File: config.mk
export PLATFORM = sky130hd
export DESIGN_NAME = pci_arbiter_flat
export DESIGN_NICKNAME = d
export VERILOG_FILES = /design/src/rtl/pci_arb_pkg.sv /design/src/rtl/pci_arbiter_if.sv /design/src/rtl/pci_rr_picker.sv /design/src/rtl/pci_arbiter.sv /design/src/flat_wrapper.sv
export SDC_FILE = /design/constraint.sdc
export NUM_CORES = 1
export LEC_CHECK = 0
export CAP_MARGIN = 40
export CORE_MARGIN = 2
export CORE_UTILIZATION = 45
export CTS_CLUSTER_DIAMETER = 200
export DETAILED_ROUTE_END_ITERATION = 8
export GPL_TIMING_DRIVEN = 0
export PLACE_DENSITY = 0.7
export SYNTH_ARGS = -nofsm -noshare
export SYNTH_HDL_FRONTEND = slang
export SYNTH_HIERARCHICAL = 1
export SYNTH_SLANG_ARGS = --single-unit
export TNS_END_PERCENT = 100
File: constraint.sdc
create_clock -name CLK -period 3.4 [get_ports CLK]
set_clock_uncertainty 0.15 [all_clocks]
set_input_delay 0.34 -clock CLK [delete_from_list [all_inputs] [get_ports CLK]]
set_output_delay 0.34 -clock CLK [all_outputs]
set_load 0.005 [all_outputs]
File: src/rtl/pci_arb_pkg.sv
// Shared constants for the PCI bus arbiter: defaults, wait-counter width and state encoding.
package pci_arb_pkg;

    localparam int unsigned NUM_DEV_DEFAULT      = 4;
    localparam int unsigned IDLE_TIMEOUT_DEFAULT = 16;
    localparam int unsigned WAIT_W               = 5;

    typedef logic [1:0] state_t;

    localparam state_t S_IDLE  = 2'd0;
    localparam state_t S_GRANT = 2'd1;
    localparam state_t S_BUSY  = 2'd2;
    localparam state_t S_TURN  = 2'd3;

endpackage

File: src/rtl/pci_arbiter_if.sv
// Arbiter-facing PCI sideband signals; all bus signals are active-low except OWNER and BUS_BUSY.
interface pci_arbiter_if
    import pci_arb_pkg::*;
#(
    parameter int unsigned NUM_DEV = NUM_DEV_DEFAULT
);

    logic [NUM_DEV-1:0]         REQ;
    logic                       FRAME;
    logic                       IRDY;
    logic [NUM_DEV-1:0]         GNT;
    logic [$clog2(NUM_DEV)-1:0] OWNER;
    logic                       BUS_BUSY;

    modport master (
        input  REQ,
        input  FRAME,
        input  IRDY,
        output GNT,
        output OWNER,
        output BUS_BUSY
    );

    modport slave (
        output REQ,
        output FRAME,
        output IRDY,
        input  GNT,
        input  OWNER,
        input  BUS_BUSY
    );

endinterface

File: src/rtl/pci_rr_picker.sv
// Combinational round-robin picker: first active request searching upward from last+1.
module pci_rr_picker #(
    parameter int unsigned NUM_DEV = 4
) (
    input  logic [NUM_DEV-1:0]         req,
    input  logic [$clog2(NUM_DEV)-1:0] last,
    output logic [$clog2(NUM_DEV)-1:0] winner,
    output logic                       valid
);

    localparam int unsigned IDX_W = $clog2(NUM_DEV);

    always_comb begin
        logic [IDX_W-1:0] idx;
        winner = '0;
        valid  = 1'b0;
        idx    = '0;
        for (int unsigned k = 1; k <= NUM_DEV; k++) begin
            idx = IDX_W'((32'(last) + k) % NUM_DEV);
            if (!valid && req[idx]) begin
                winner = idx;
                valid  = 1'b1;
            end
        end
    end

endmodule

File: src/rtl/pci_arbiter.sv
// Round-robin PCI bus arbiter with grant timeout and one-cycle turnaround.
// Define PCI_ARB_PARK_EN to park the bus on the last owner when nobody requests.
module pci_arbiter
    import pci_arb_pkg::*;
#(
    parameter int unsigned NUM_DEV      = NUM_DEV_DEFAULT,
    parameter int unsigned IDLE_TIMEOUT = IDLE_TIMEOUT_DEFAULT
) (
    input logic           CLK,
    input logic           RST,
    pci_arbiter_if.master bus
);

    localparam int unsigned        IDX_W     = $clog2(NUM_DEV);
    localparam logic [WAIT_W-1:0]  WAIT_LAST = WAIT_W'(IDLE_TIMEOUT - 1);

    state_t             state_q, state_d;
    logic [NUM_DEV-1:0] gnt_q, gnt_d;
    logic [IDX_W-1:0]   owner_q, owner_d;
    logic [IDX_W-1:0]   last_q, last_d;
    logic [WAIT_W-1:0]  wait_q, wait_d;

    logic [NUM_DEV-1:0] req_act;
    logic [IDX_W-1:0]   winner;
    logic               win_valid;

    assign req_act = ~bus.REQ;

    pci_rr_picker #(
        .NUM_DEV (NUM_DEV)
    ) u_picker (
        .req    (req_act),
        .last   (last_q),
        .winner (winner),
        .valid  (win_valid)
    );

    function automatic logic [NUM_DEV-1:0] gnt_for(input logic [IDX_W-1:0] idx);
        gnt_for      = '1;
        gnt_for[idx] = 1'b0;
    endfunction

    always_comb begin
        state_d = state_q;
        gnt_d   = gnt_q;
        owner_d = owner_q;
        last_d  = last_q;
        wait_d  = wait_q;
        case (state_q)
            S_IDLE: begin
`ifdef PCI_ARB_PARK_EN
                // A parked master may start a cycle without requesting first.
                if (gnt_q != '1 && !bus.FRAME) begin
                    state_d = S_BUSY;
                    owner_d = last_q;
                end else if (win_valid) begin
                    state_d = S_GRANT;
                    gnt_d   = gnt_for(winner);
                    owner_d = winner;
                    wait_d  = '0;
                end else begin
                    gnt_d   = gnt_for(last_q);
                    owner_d = last_q;
                end
`else
                if (win_valid) begin
                    state_d = S_GRANT;
                    gnt_d   = gnt_for(winner);
                    owner_d = winner;
                    wait_d  = '0;
                end else begin
                    gnt_d = '1;
                end
`endif
            end
            S_GRANT: begin
                if (!bus.FRAME) begin
                    state_d = S_BUSY;
                end else if (bus.REQ[owner_q]) begin
                    state_d = S_IDLE;
                    gnt_d   = '1;
                end else if (wait_q == WAIT_LAST) begin
                    state_d = S_IDLE;
                    gnt_d   = '1;
                    last_d  = owner_q;
                end else begin
                    wait_d = wait_q + WAIT_W'(1);
                end
            end
            S_BUSY: begin
                if (bus.FRAME && bus.IRDY) begin
                    state_d = S_TURN;
                    gnt_d   = '1;
                    last_d  = owner_q;
                end
            end
            S_TURN: begin
                state_d = S_IDLE;
                gnt_d   = '1;
            end
            default: begin
                state_d = S_IDLE;
                gnt_d   = '1;
            end
        endcase
    end

    always_ff @(posedge CLK) begin
        if (RST) begin
            state_q <= S_IDLE;
            gnt_q   <= '1;
            owner_q <= '0;
            last_q  <= IDX_W'(NUM_DEV - 1);
            wait_q  <= '0;
        end else begin
            state_q <= state_d;
            gnt_q   <= gnt_d;
            owner_q <= owner_d;
            last_q  <= last_d;
            wait_q  <= wait_d;
        end
    end

    assign bus.GNT      = gnt_q;
    assign bus.OWNER    = owner_q;
    assign bus.BUS_BUSY = (state_q == S_BUSY);

endmodule

File: src/flat_wrapper.sv
// flat-port wrapper written by rule: the top's interface ports become plain ports
module pci_arbiter_flat import pci_arb_pkg::*;
#(
    parameter int unsigned NUM_DEV      = NUM_DEV_DEFAULT,
    parameter int unsigned IDLE_TIMEOUT = IDLE_TIMEOUT_DEFAULT
)
  (CLK, RST, bus_REQ, bus_FRAME, bus_IRDY, bus_GNT, bus_OWNER, bus_BUS_BUSY);
  pci_arbiter_if #(.NUM_DEV(NUM_DEV)) bus_i ();
  input logic CLK;
  input logic RST;
  input wire logic [$bits(bus_i.REQ)-1:0] bus_REQ;
  input wire logic [$bits(bus_i.FRAME)-1:0] bus_FRAME;
  input wire logic [$bits(bus_i.IRDY)-1:0] bus_IRDY;
  output wire logic [$bits(bus_i.GNT)-1:0] bus_GNT;
  output wire logic [$bits(bus_i.OWNER)-1:0] bus_OWNER;
  output wire logic [$bits(bus_i.BUS_BUSY)-1:0] bus_BUS_BUSY;
  assign bus_i.REQ = bus_REQ;
  assign bus_i.FRAME = bus_FRAME;
  assign bus_i.IRDY = bus_IRDY;
  assign bus_GNT = bus_i.GNT;
  assign bus_OWNER = bus_i.OWNER;
  assign bus_BUS_BUSY = bus_i.BUS_BUSY;
  pci_arbiter #(.NUM_DEV(NUM_DEV), .IDLE_TIMEOUT(IDLE_TIMEOUT)) u_core (.CLK(CLK), .RST(RST), .bus(bus_i));
endmodule
==> summary.txt <==
Clock buffer count from CTS - 3
Final setup vio count - 0
Worst setup margin - 0.809 ns
Synth top area cells - dfxtp_1, nor2_1, a21oi_1, inv_1, nand2b_1
Final layout net count - 137
Total grt overflow - 0
Initial DRC count - 4
Post-DP HPWL - 1390 µm
Final worst-path cycle share - 76.2%
Final setup TNS - 0 ns
Syn Std Cell Area - 863 µm²
Final hold vios - 0
Fmax - 0.386 GHz
RSZ-0062 raised after global routing - no
Clk network pwr share - 25.9%
Vias in the first global route - 711
IO buf count - 13
IO Pins - 15
Seq pwr share - 51.5%
Clock Sinks - 15
CTS Buffer Depth - 2
Starting Density - 48.9%
Area leader, netlist - dfxtp_1
Switching component of the power - 0.000103 W
CP Data Arrival Time - 2.63 ns
Synthesis-to-finish area growth - 21.7%
Antenna diodes - 0
Synth top area share - 34.8%
Worst-Margin Slew - 0.716 ns
Peak supply drop - 0.000255 V
Clk_lat worst skew - 0.27 ns
Remaining antenna violation count - 0
Gate Count Post-Synth - 109
First-pass GRT wire length - 3000 µm
Syn_nets - 119
Worst-path clk slew - 0.09 ns
Internal Pwr Total - 0.000271 W
Postcts setup bufs - 0
CTS root buffer - clkbuf_4
Count leader, synth - nor2_1
Post-route cell area - 1050 µm²
Minimum clock period - 2.59 ns
FF+latch count, synth - 15
Vias - 797
Synth warn - 6
Die ar. - 2280 µm²
Hold_ws - 0.329 ns
Crit-path slowest cell - or3b_2
Core Region - 1760 µm²
Max H-tree Level - 1
Post-CTS Hold Fix Bufs - 0
Row count - 15
Max Cap Viol - 0
Vias per cell - 5.28
DR pass1 iterations - 4
DRC errors left - 0
Largest net degree at the start of global routing - 11
Relative slew margins - 51.6%
Most instantiated cells after synthesis - nor2_1, dfxtp_1, inv_1, a21oi_1, nand2_1
Worst Hold Class - register to register
Worst-path fanout max - 4
Antenna violations before repair - 0
DP Worst Slack - 0.809 ns
Synth unique cells - 34
Worst Setup Start Kind - register
Dpl cell area - 1020 µm²
Pins over their slew limit - 0
Post-synth EDFFs - 0
WL final - 1800 µm
Synth async-reset ratio - 0%
Outcome - finished, final reports clean
Die Ht - 47.8 µm
Comb power frac - 22.6%
Avg Cell Area, Syn - 7.92 µm²
Layout cells sized above 1 - 7.14%
GP Congestion - 0.807
P_leak - 0.424 nW
Post-synth top flop - dfxtp_1
Overall routing resource usage - 18.3%
Critical path class - register to register
Sequential share of the synthesized area - 34.8%
PwrDens - 355 nW/µm²
Worst path max stage delay - 0.47 ns
CTS resizes - 0
Wire length per cell - 11.9 µm
Sw Share - 27.5%
Critical path, cell by cell - ha_1, and3_1, ha_1, or3b_2, or3_1, or3_1, a211oi_1
DIE WIDTH - 47.8 µm
Crit end category - register
Worst Path Required - 3.44 ns
CTS tree - built
==> cell type report <==
type	count	area, µm²
plain buffers	3	18.8
clock buffers	4	26.3
fillers	168	713
inverters	11	41.3
multi-input cells	80	503
flip-flops and latches	15	300
well taps	25	31.3
repair buffers	13	130
==> flip-flops by register name (all words and copies together) (netlist names), named ones only <==
signal and count:
u_core/wait_q 5, u_core/state_q 1, u_core/last_q 2, u_core/bus.OWNER 2
u_core/bus.GNT 4
==> cell families (layout without fill, tap and decap cells) <==
| group | count (synthesis) | after routing | synth area share, % |
|---|---|---|---|
| AND/OR/NAND/NOR | 49 | 49 | 29.3 |
| AO/OA/AOI/OAI | 24 | 24 | 19.0 |
| flip-flops | 15 | 15 | 34.8 |
| buffers and inverters | 14 | 31 | 6.96 |
| multiplexers | 4 | 4 | 6.09 |
| adder cells (fa/ha/maj) | 2 | 2 | 2.90 |
| XOR/XNOR | 1 | 1 | 1.01 |
==> stage by stage <==
| stage | utilization, % | std cells | total power (W) |
|---|---|---|---|
| 6_report | 59.6 | 151 | 0.000373 |
| 5_1_grt | 59.6 | 151 | 0.000395 |
| 4_1_cts | 59.6 | 151 | 0.000379 |
| 3_5_place_dp | 58.1 | 147 | 0.000280 |
| 3_3_place_gp | 58.1 | 147 | 0.000278 |
| 2_1_floorplan | - | 109 | 0.000247 |
==> cells in the final DEF, fill, tap and decap left out <==
cell type,count
a211oi_1,1
nand2_1,7
ha_1,2
a21o_1,1
nor4b_1,1
nand3b_1,2
and2b_1,2
dfxtp_1,15
nor2_1,17
mux2i_1,3
or3_2,1
and3_1,2
nor3_1,4
xnor2_1,1
o21ai_0,3
o221ai_2,1
buf_6,1
clkdlybuf4s50_1,13
a31oi_1,1
nand2b_1,5
o211ai_1,1
a211o_1,2
inv_1,11
clkbuf_1,3
a21oi_1,9
or3_1,2
o2bb2a_1,1
nand3_1,2
a22o_1,2
a21oi_2,1
or3b_2,1
clkbuf_4,3
mux4_2,1
o22ai_1,1
nand4_1,1
nor3b_1,2
==> path summary, 6_finish.rpt <==
path | depth (start not counted) | startpoint | slack, ns | to
max | 7 | u_core/wait_q[0]$_SDFFE_PP0P_ | 0.81 | u_core/wait_q[3]$_SDFFE_PP0P_
min | 1 | u_core/wait_q[4]$_SDFFE_PP0P_ | 0.33 | u_core/wait_q[4]$_SDFFE_PP0P_
max reg2reg | 7 | u_core/wait_q[0]$_SDFFE_PP0P_ | 0.81 | u_core/wait_q[3]$_SDFFE_PP0P_
min reg2reg | 1 | u_core/wait_q[4]$_SDFFE_PP0P_ | 0.33 | u_core/wait_q[4]$_SDFFE_PP0P_
==> power by group through the flow <==
stage | combinational, W | sequential [W] | clock (W)
after floorplan | 0.0000523 | 0.000195 | 0
after global placement | 0.0000820 | 0.000196 | 0
after detailed placement | 0.0000837 | 0.000196 | 0
after CTS | 0.0000841 | 0.000192 | 0.000102
after global routing | 0.0000927 | 0.000193 | 0.000109
final | 0.0000843 | 0.000192 | 0.0000967
==> worst max-delay path: cells and delay by family (launching register included) <==
kind	cells	cell delay (ns)
compound gates	1	0.23
simple gates	4	1.35
fa+ha+maj	2	0.45
flops	1	0.34
==> layer usage <==
layer / share of wire [%] / up-vias / track usage [%]
met5: 0 / - / 0
met4: 0.33 / 0 / 1.62
met3: 3.8 / 2 / 5.66
met2: 47 / 11 / 31.2
met1: 48 / 365 / 23.7
li1: - / 419 / -
Power figures use the tool's default switching activity.
